===== config.mk =====
export PLATFORM = sky130hd
export DESIGN_NAME = instr_fetch_unit
export DESIGN_NICKNAME = d
export VERILOG_FILES = /design/src/rtl/kgp_risc_pkg.sv /design/src/rtl/fetch_queue.sv /design/src/rtl/instr_fetch_unit.sv
export SDC_FILE = /design/constraint.sdc
export NUM_CORES = 1
export LEC_CHECK = 0
export CORE_ASPECT_RATIO = 1.4
export CORE_MARGIN = 1
export CORE_UTILIZATION = 50
export CTS_CLUSTER_DIAMETER = 100
export DETAILED_ROUTE_END_ITERATION = 10
export HOLD_SLACK_MARGIN = 0.12
export PLACE_DENSITY = 0.77
export SYNTH_ARGS = -nofsm -noshare
export SYNTH_HDL_FRONTEND = slang
export SYNTH_SLANG_ARGS = --single-unit

===== constraint.sdc =====
create_clock -name clk -period 4.2 [get_ports clk]
set_clock_uncertainty 0.1 [all_clocks]
set_input_delay 0.42 -clock clk [delete_from_list [all_inputs] [get_ports clk]]
set_output_delay 0.42 -clock clk [all_outputs]
set_load 0.005 [all_outputs]

===== src/rtl/kgp_risc_pkg.sv =====
// Shared front-end definitions: default widths, reset PC, sequential PC step
// and the fetch-queue entry layout handed to the decoder.
package kgp_risc_pkg;

  localparam int DEF_ADDR_W = 32;
  localparam int DEF_DATA_W = 32;
  localparam logic [DEF_ADDR_W-1:0] DEF_RESET_PC = '0;
  localparam int PC_STEP = 1;

  typedef struct packed {
    logic [DEF_DATA_W-1:0] instr;
    logic [DEF_ADDR_W-1:0] pc;
  } fetch_entry_t;

endpackage


===== src/rtl/fetch_queue.sv =====
// Synchronous FIFO between instruction memory and decoder: flush, occupancy
// count, and a head read straight from the storage registers.
module fetch_queue #(
  parameter int WIDTH = 64,
  parameter int DEPTH = 4
) (
  input  logic                       clk,
  input  logic                       rst,
  input  logic                       flush,
  input  logic                       push,
  input  logic [WIDTH-1:0]           push_data,
  input  logic                       pop,
  output logic [WIDTH-1:0]           head_data,
  output logic [$clog2(DEPTH+1)-1:0] count,
  output logic                       empty
);

  localparam int PTR_W = $clog2(DEPTH);
  localparam int CNT_W = $clog2(DEPTH+1);
  localparam logic [CNT_W-1:0] FULL_CNT = CNT_W'(DEPTH);

  logic [WIDTH-1:0] mem [DEPTH];
  logic [PTR_W-1:0] wr_ptr;
  logic [PTR_W-1:0] rd_ptr;
  logic             push_ok;
  logic             pop_ok;

  assign empty     = (count == '0);
  assign pop_ok    = pop && !empty;
  assign push_ok   = push && ((count != FULL_CNT) || pop_ok);
  assign head_data = mem[rd_ptr];

  // DEPTH is a power of two, so pointers wrap naturally
  always_ff @(posedge clk) begin
    if (rst || flush) begin
      wr_ptr <= '0;
      rd_ptr <= '0;
      count  <= '0;
    end else begin
      if (push_ok) wr_ptr <= wr_ptr + 1'b1;
      if (pop_ok)  rd_ptr <= rd_ptr + 1'b1;
      case ({push_ok, pop_ok})
        2'b10:   count <= count + 1'b1;
        2'b01:   count <= count - 1'b1;
        default: count <= count;
      endcase
    end
  end

  always_ff @(posedge clk) begin
    if (push_ok && !flush) mem[wr_ptr] <= push_data;
  end

endmodule


===== src/rtl/instr_fetch_unit.sv =====
// Fetch front end: PC register, credit-limited instruction-memory requests,
// stale-response dropping after redirects, and the decoder-side fetch queue.
module instr_fetch_unit import kgp_risc_pkg::*; #(
  parameter int                ADDR_W       = DEF_ADDR_W,
  parameter int                DATA_W       = DEF_DATA_W,
  parameter int                FQ_DEPTH     = 4,
  parameter int                MAX_INFLIGHT = 4,
  parameter logic [ADDR_W-1:0] RESET_PC     = ADDR_W'(DEF_RESET_PC)
) (
  input  logic              clk,
  input  logic              rst,
  input  logic              redirect_valid,
  input  logic [ADDR_W-1:0] redirect_pc,
  output logic              imem_req_valid,
  input  logic              imem_req_ready,
  output logic [ADDR_W-1:0] imem_req_addr,
  input  logic              imem_rsp_valid,
  input  logic [DATA_W-1:0] imem_rsp_data,
  output logic              dec_valid,
  input  logic              dec_ready,
  output logic [DATA_W-1:0] dec_instr,
  output logic [ADDR_W-1:0] dec_pc,
  output logic [ADDR_W-1:0] dec_pc_next
);

  localparam int IF_W  = $clog2(MAX_INFLIGHT+1);
  localparam int CNT_W = $clog2(FQ_DEPTH+1);
  localparam int SUM_W = ((IF_W > CNT_W) ? IF_W : CNT_W) + 1;

  function automatic logic [ADDR_W-1:0] pc_inc(input logic [ADDR_W-1:0] pc);
    return pc + ADDR_W'(PC_STEP);
  endfunction

  logic [ADDR_W-1:0]        fetch_pc;
  logic [ADDR_W-1:0]        rsp_pc;
  logic [IF_W-1:0]          inflight;
  logic [IF_W-1:0]          drop_cnt;
  logic [IF_W-1:0]          live;
  logic [CNT_W-1:0]         q_count;
  logic [SUM_W-1:0]         credit_used;
  logic                     q_empty;
  logic [DATA_W+ADDR_W-1:0] q_head;
  logic                     req_fire;
  logic                     rsp_ok;
  logic                     rsp_drop;
  logic                     q_push;
  logic                     q_pop;

  // Live requests plus queued words may never exceed the queue, so every
  // live response always finds a free slot.
  assign live           = inflight - drop_cnt;
  assign credit_used    = SUM_W'(live) + SUM_W'(q_count);
  assign imem_req_valid = !rst && !redirect_valid
                          && (credit_used < SUM_W'(FQ_DEPTH))
                          && (inflight < IF_W'(MAX_INFLIGHT));
  assign imem_req_addr  = fetch_pc;
  assign req_fire       = imem_req_valid && imem_req_ready;

  assign rsp_ok   = imem_rsp_valid && (inflight != '0);
  assign rsp_drop = rsp_ok && (drop_cnt != '0);
  assign q_push   = rsp_ok && !rsp_drop && !redirect_valid;
  assign q_pop    = dec_valid && dec_ready && !redirect_valid;

  always_ff @(posedge clk) begin
    if (rst) begin
      fetch_pc <= RESET_PC;
      rsp_pc   <= RESET_PC;
      inflight <= '0;
      drop_cnt <= '0;
    end else begin
      inflight <= inflight + IF_W'(req_fire) - IF_W'(rsp_ok);
      if (redirect_valid) begin
        fetch_pc <= redirect_pc;
        rsp_pc   <= redirect_pc;
        // everything still outstanding after this cycle belongs to the old path
        drop_cnt <= inflight - IF_W'(rsp_ok);
      end else begin
        if (req_fire) fetch_pc <= pc_inc(fetch_pc);
        if (q_push)   rsp_pc   <= pc_inc(rsp_pc);
        if (rsp_drop) drop_cnt <= drop_cnt - 1'b1;
      end
    end
  end

  fetch_queue #(
    .WIDTH (DATA_W + ADDR_W),
    .DEPTH (FQ_DEPTH)
  ) u_fetch_queue (
    .clk       (clk),
    .rst       (rst),
    .flush     (redirect_valid),
    .push      (q_push),
    .push_data ({imem_rsp_data, rsp_pc}),
    .pop       (q_pop),
    .head_data (q_head),
    .count     (q_count),
    .empty     (q_empty)
  );

  assign dec_valid   = !q_empty && !rst;
  assign dec_instr   = q_head[ADDR_W +: DATA_W];
  assign dec_pc      = q_head[ADDR_W-1:0];
  assign dec_pc_next = pc_inc(dec_pc);

`ifndef SYNTHESIS
  always_ff @(posedge clk) begin
    if (!rst) begin
      assert (!(imem_rsp_valid && (inflight == '0)))
        else $error("instr_fetch_unit: memory response with no request in flight");
      assert (drop_cnt <= inflight)
        else $error("instr_fetch_unit: drop count exceeds in-flight count");
    end
  end
`endif

endmodule

==> results of run 1 <==
==> cells by family (layout without fill, tap and decap cells) <==
group / count (synthesis) / in the layout / synth area share
AO/OA/AOI/OAI: 134 / 134 / 0.0629
XOR/XNOR: 69 / 69 / 0.0418
adder cells (fa/ha/maj): 19 / 19 / 0.0180
buffers and inverters: 84 / 308 / 0.0244
flip-flops: 335 / 335 / 0.642
multiplexers: 69 / 69 / 0.104
AND/OR/NAND/NOR: 289 / 289 / 0.108
==> per-stage QoR <==
stage | hold slack [ns] | utilization | power, mW | cells | worst slack (ns)
global placement | 0.399 | 0.595 | 4.89 | 1542 | 0.695
floorplan | 0.363 | - | 4.43 | 999 | 0.295
CTS | 0.369 | 0.634 | 7.90 | 1598 | 0.0855
global route | 0.399 | 0.634 | 8.11 | 1598 | 0.0610
detailed placement | 0.414 | 0.595 | 4.93 | 1542 | 0.636
finish | 0.396 | 0.634 | 7.83 | 1598 | 0.294
==> sequential cells by signal, indices dropped and copies added, names as in the netlist, named ones only <==
name,cells
u_fetch_queue.wr_ptr,2
u_fetch_queue.count,3
drop_cnt,3
u_fetch_queue.rd_ptr,2
inflight,3
u_fetch_queue.mem,256
imem_req_addr,32
rsp_pc,32
==> metal layers <==
metal / up-vias / global-route usage / wire (µm)
met5: - / 0 / 0
met4: 0 / 0.0624 / 673
met3: 52 / 0.0211 / 1540
met2: 298 / 0.372 / 16100
met1: 4611 / 0.270 / 12800
li1: 4287 / - / -
==> worst min path at each step <==
stage / from / to / slack, ns / depth (start not counted)
4_1_cts: redirect_pc[0] / imem_req_addr[0]$_SDFFE_PP0P_ / 0.37 / 3
3_5_place_dp: u_fetch_queue.count[0]$_SDFFE_PP0P_ / u_fetch_queue.count[0]$_SDFFE_PP0P_ / 0.41 / 2
3_3_place_gp: rsp_pc[31]$_SDFFE_PP0P_ / u_fetch_queue.mem[2][31]$_DFFE_PP_ / 0.40 / 0
2_1_floorplan: u_fetch_queue.count[0]$_SDFFE_PP0P_ / u_fetch_queue.count[0]$_SDFFE_PP0P_ / 0.36 / 2
5_1_grt: redirect_pc[0] / imem_req_addr[0]$_SDFFE_PP0P_ / 0.40 / 3
6_report: redirect_pc[0] / imem_req_addr[0]$_SDFFE_PP0P_ / 0.40 / 3
==> cell type report <==
cell class | count | share of cell area
clock buffer | 33 | 0.0435
clock inverter | 23 | 0.0174
inverter | 32 | 0.00667
multi-input combinational | 580 | 0.268
sequential | 335 | 0.515
tap | 375 | 0.0260
timing repair buffer | 220 | 0.123
==> critical path, cell delays in order (launching register included) <==
cell and delay, ns:
dfxtp_4 0.52, mux4_2 0.37, ha_1 0.25, and3_1 0.29
nand4_2 0.32, nor4b_1 0.40, xor2_1 0.17, clkdlybuf4s50_1 0.52
==> power by group <==
part           total (mW)  internal [mW]  leakage, nW  switching (mW)
combinational        1.00          0.528         2.26           0.474
clock                2.98           1.79        0.531            1.19
sequential           3.84           3.72         2.98           0.126
total                7.83           6.03         5.77            1.79
==> cell usage in the layout, fill, tap and decap left out, types with 7 or more instances in the layout <==
cell,n
dfxtp_1,77
nor2_1,56
a311oi_1,8
a21oi_1,30
nand2_1,60
or3_1,17
clkbuf_16,31
nand4_1,24
o211ai_1,8
ha_1,16
o21ai_0,19
a21boi_0,11
inv_1,31
and4_1,11
buf_4,14
mux4_2,64
nor3_1,18
edfxtp_1,256
clkdlybuf4s50_1,198
a31oi_1,19
and2_1,9
xnor2_1,40
a211oi_1,19
nand3_1,28
and3_1,14
nor4_1,20
xor2_1,29
bufinv_16,7
==> impl_summary.md, run 1 <==
Place
Buffers placed on the I/O ports in this run total 199. The congestion estimate from routability-driven global placement came to 0.858. Summing all placed instances gives a cell area of 16900 µm². The HPWL after detailed placement is 20.5 mm.

Critical path
The worst register-to-register path has a depth of 18. STA classifies the critical path startpoint as a flip-flop. The endpoint of the most critical register-to-register path is inflight[2]$_SDFF_PP0_. The endpoint of the most critical setup path is dec_pc_next[30].

The maximum fanout count along the critical path is 13. STA puts the critical path data required time at 3.68 ns. The worst setup path is captured at an output port.

The flop-to-flop setup slack is 0.67 ns. The worst setup path is of the flip-flop to output port kind. The startpoint identified for the worst register-to-register timing path is inflight[0]$_SDFF_PP0_. The critical path data arrival time is 3.39 ns.

Timing
The worst path in the final design needs a cycle of 3.91 ns, including I/O delays and setup. The transition time of the tightest slew-check pin is 0.772 ns. Setup repair after global routing left no endpoint under its margin. The highest attainable clock frequency is 256 MHz.

Setup violations remaining at the end of the flow were counted as 0. The final number of max-transition violations is 0. The number of failing hold endpoints at the final stage was 0. The final clock period utilization by the worst path is 0.930. The relative slew slack is 0.486. The setup TNS after final layout is 0 ns.

Pwr
The worst-case IR drop observed on VDD is 295 µV. The leakage power summed over all cells is 5.77 nW. Dividing total power by cell area gives a power density of 435 nW/µm².

Final layout
The number of nets in the final layout is 1288. The number of filler instances in the final layout is 2076. The antenna diode instance count is 0. Summing all non-filler instances in the final layout gives an area of 18000 µm².

The growth of design area from synthesis to finish is 24.7%. The ratio of cells with drive above 1 in the final layout is 0.127. The sequential standard cell area is 9280 µm².

In the final layout, the multi-input gates occupy 4830 µm².

Synthesis
The number of nets in the synthesized netlist is 1088. The main flop type after synthesis is edfxtp_1. In the synthesized netlist, the number of instances is 999. The register area share after synthesis is 0.642. Yosys mapped the design onto 62 distinct sky130hd cell types. The largest total area in the synthesized netlist belongs to edfxtp_1.

The mean instance size in the synthesized netlist is 14.5 µm². During synthesis, Yosys emitted a total of 0 warnings. In the post-synthesis netlist, the cell with the most instances is edfxtp_1. Ranked by total cell area, the synthesized netlist is headed by edfxtp_1, dfxtp_1, mux4_2.

The proportion of register bits with asynchronous set or reset after synthesis is 0. By count the netlist is led by edfxtp_1, dfxtp_1, mux4_2, nand2_1, nor2_1. The number of enable flip-flop cells after synthesis is 256. The mapped cell area is 14400 µm².

The share of synthesized area in the top cell type comes to 0.532. The number of synthesized register bits is 335.

Clock tree
The latest clock arrival within the worst-skew pair is 0.55 ns. The total clock buffers created by CTS is 30. The clock net sink count is 335.

The count of cells resized by post-cts repair is 0. CTS built an H-tree with a depth of 1. Counting along the longest clock path gives a buffer depth of 3. Clock-pin slew was measured on the worst setup and hold paths at 0.07 ns. TritonCTS built the clock tree. The count of buffers added by post-CTS timing repair for setup is 0. The clock root buffer is clkbuf_16. For this design, the CTS-stage hold fixing added 0 buffers.

Global routing
In the global route stage, overall resource usage came out at 0.209. The first-pass GRT wire length is 48.7 mm. The maximum number of pins on one net before global-route repair is 66. Summed over all layers, the global routing overflow is 0. The number of antenna violations at the first check in global routing is 0.

The via count of the first global-routing pass was 9089.

Floorplan
The die boundary width is 146 µm. Pin placement for this block handled 200 I/O pins. The initial core utilization is 0.508. The placeable core region is 28400 µm². In this run the core area contains 73 standard-cell rows. In this run the vertical extent of the chip is 203 µm.

The area of the die is 29600 µm².

Route
After detailed routing, the average wire length per cell comes to 19.5 µm. The total iterations of the first detailed-routing run is 5. The total wire length after detailed routing is 31.1 mm. Detailed routing inserted a total of 9248 vias.

The detail route stage leaves a number of antenna-violating nets equal to 0. The number of DRC violations after detailed-routing iteration 0 is 598. In the routed layout, each cell is associated on average with a via count of 5.79. The count of unresolved DRC violations after routing is 0.

Worst hold path
The tightest min-delay check is of the input pin to flip-flop type.

Status
The flow ran to the end, and the final reports show no timing, DRC or antenna violations.

Flow run
Across the run, the number of max-cap violations was 0.
No activity file was read; power rests on OpenSTA's default activity.
==> inputs of run 2 (changes only) <==
SLEW_MARGIN = 10   (was not set)
==> results of run 2 <==
The final DEF is identical to that of run 1; final timing and power are the same.
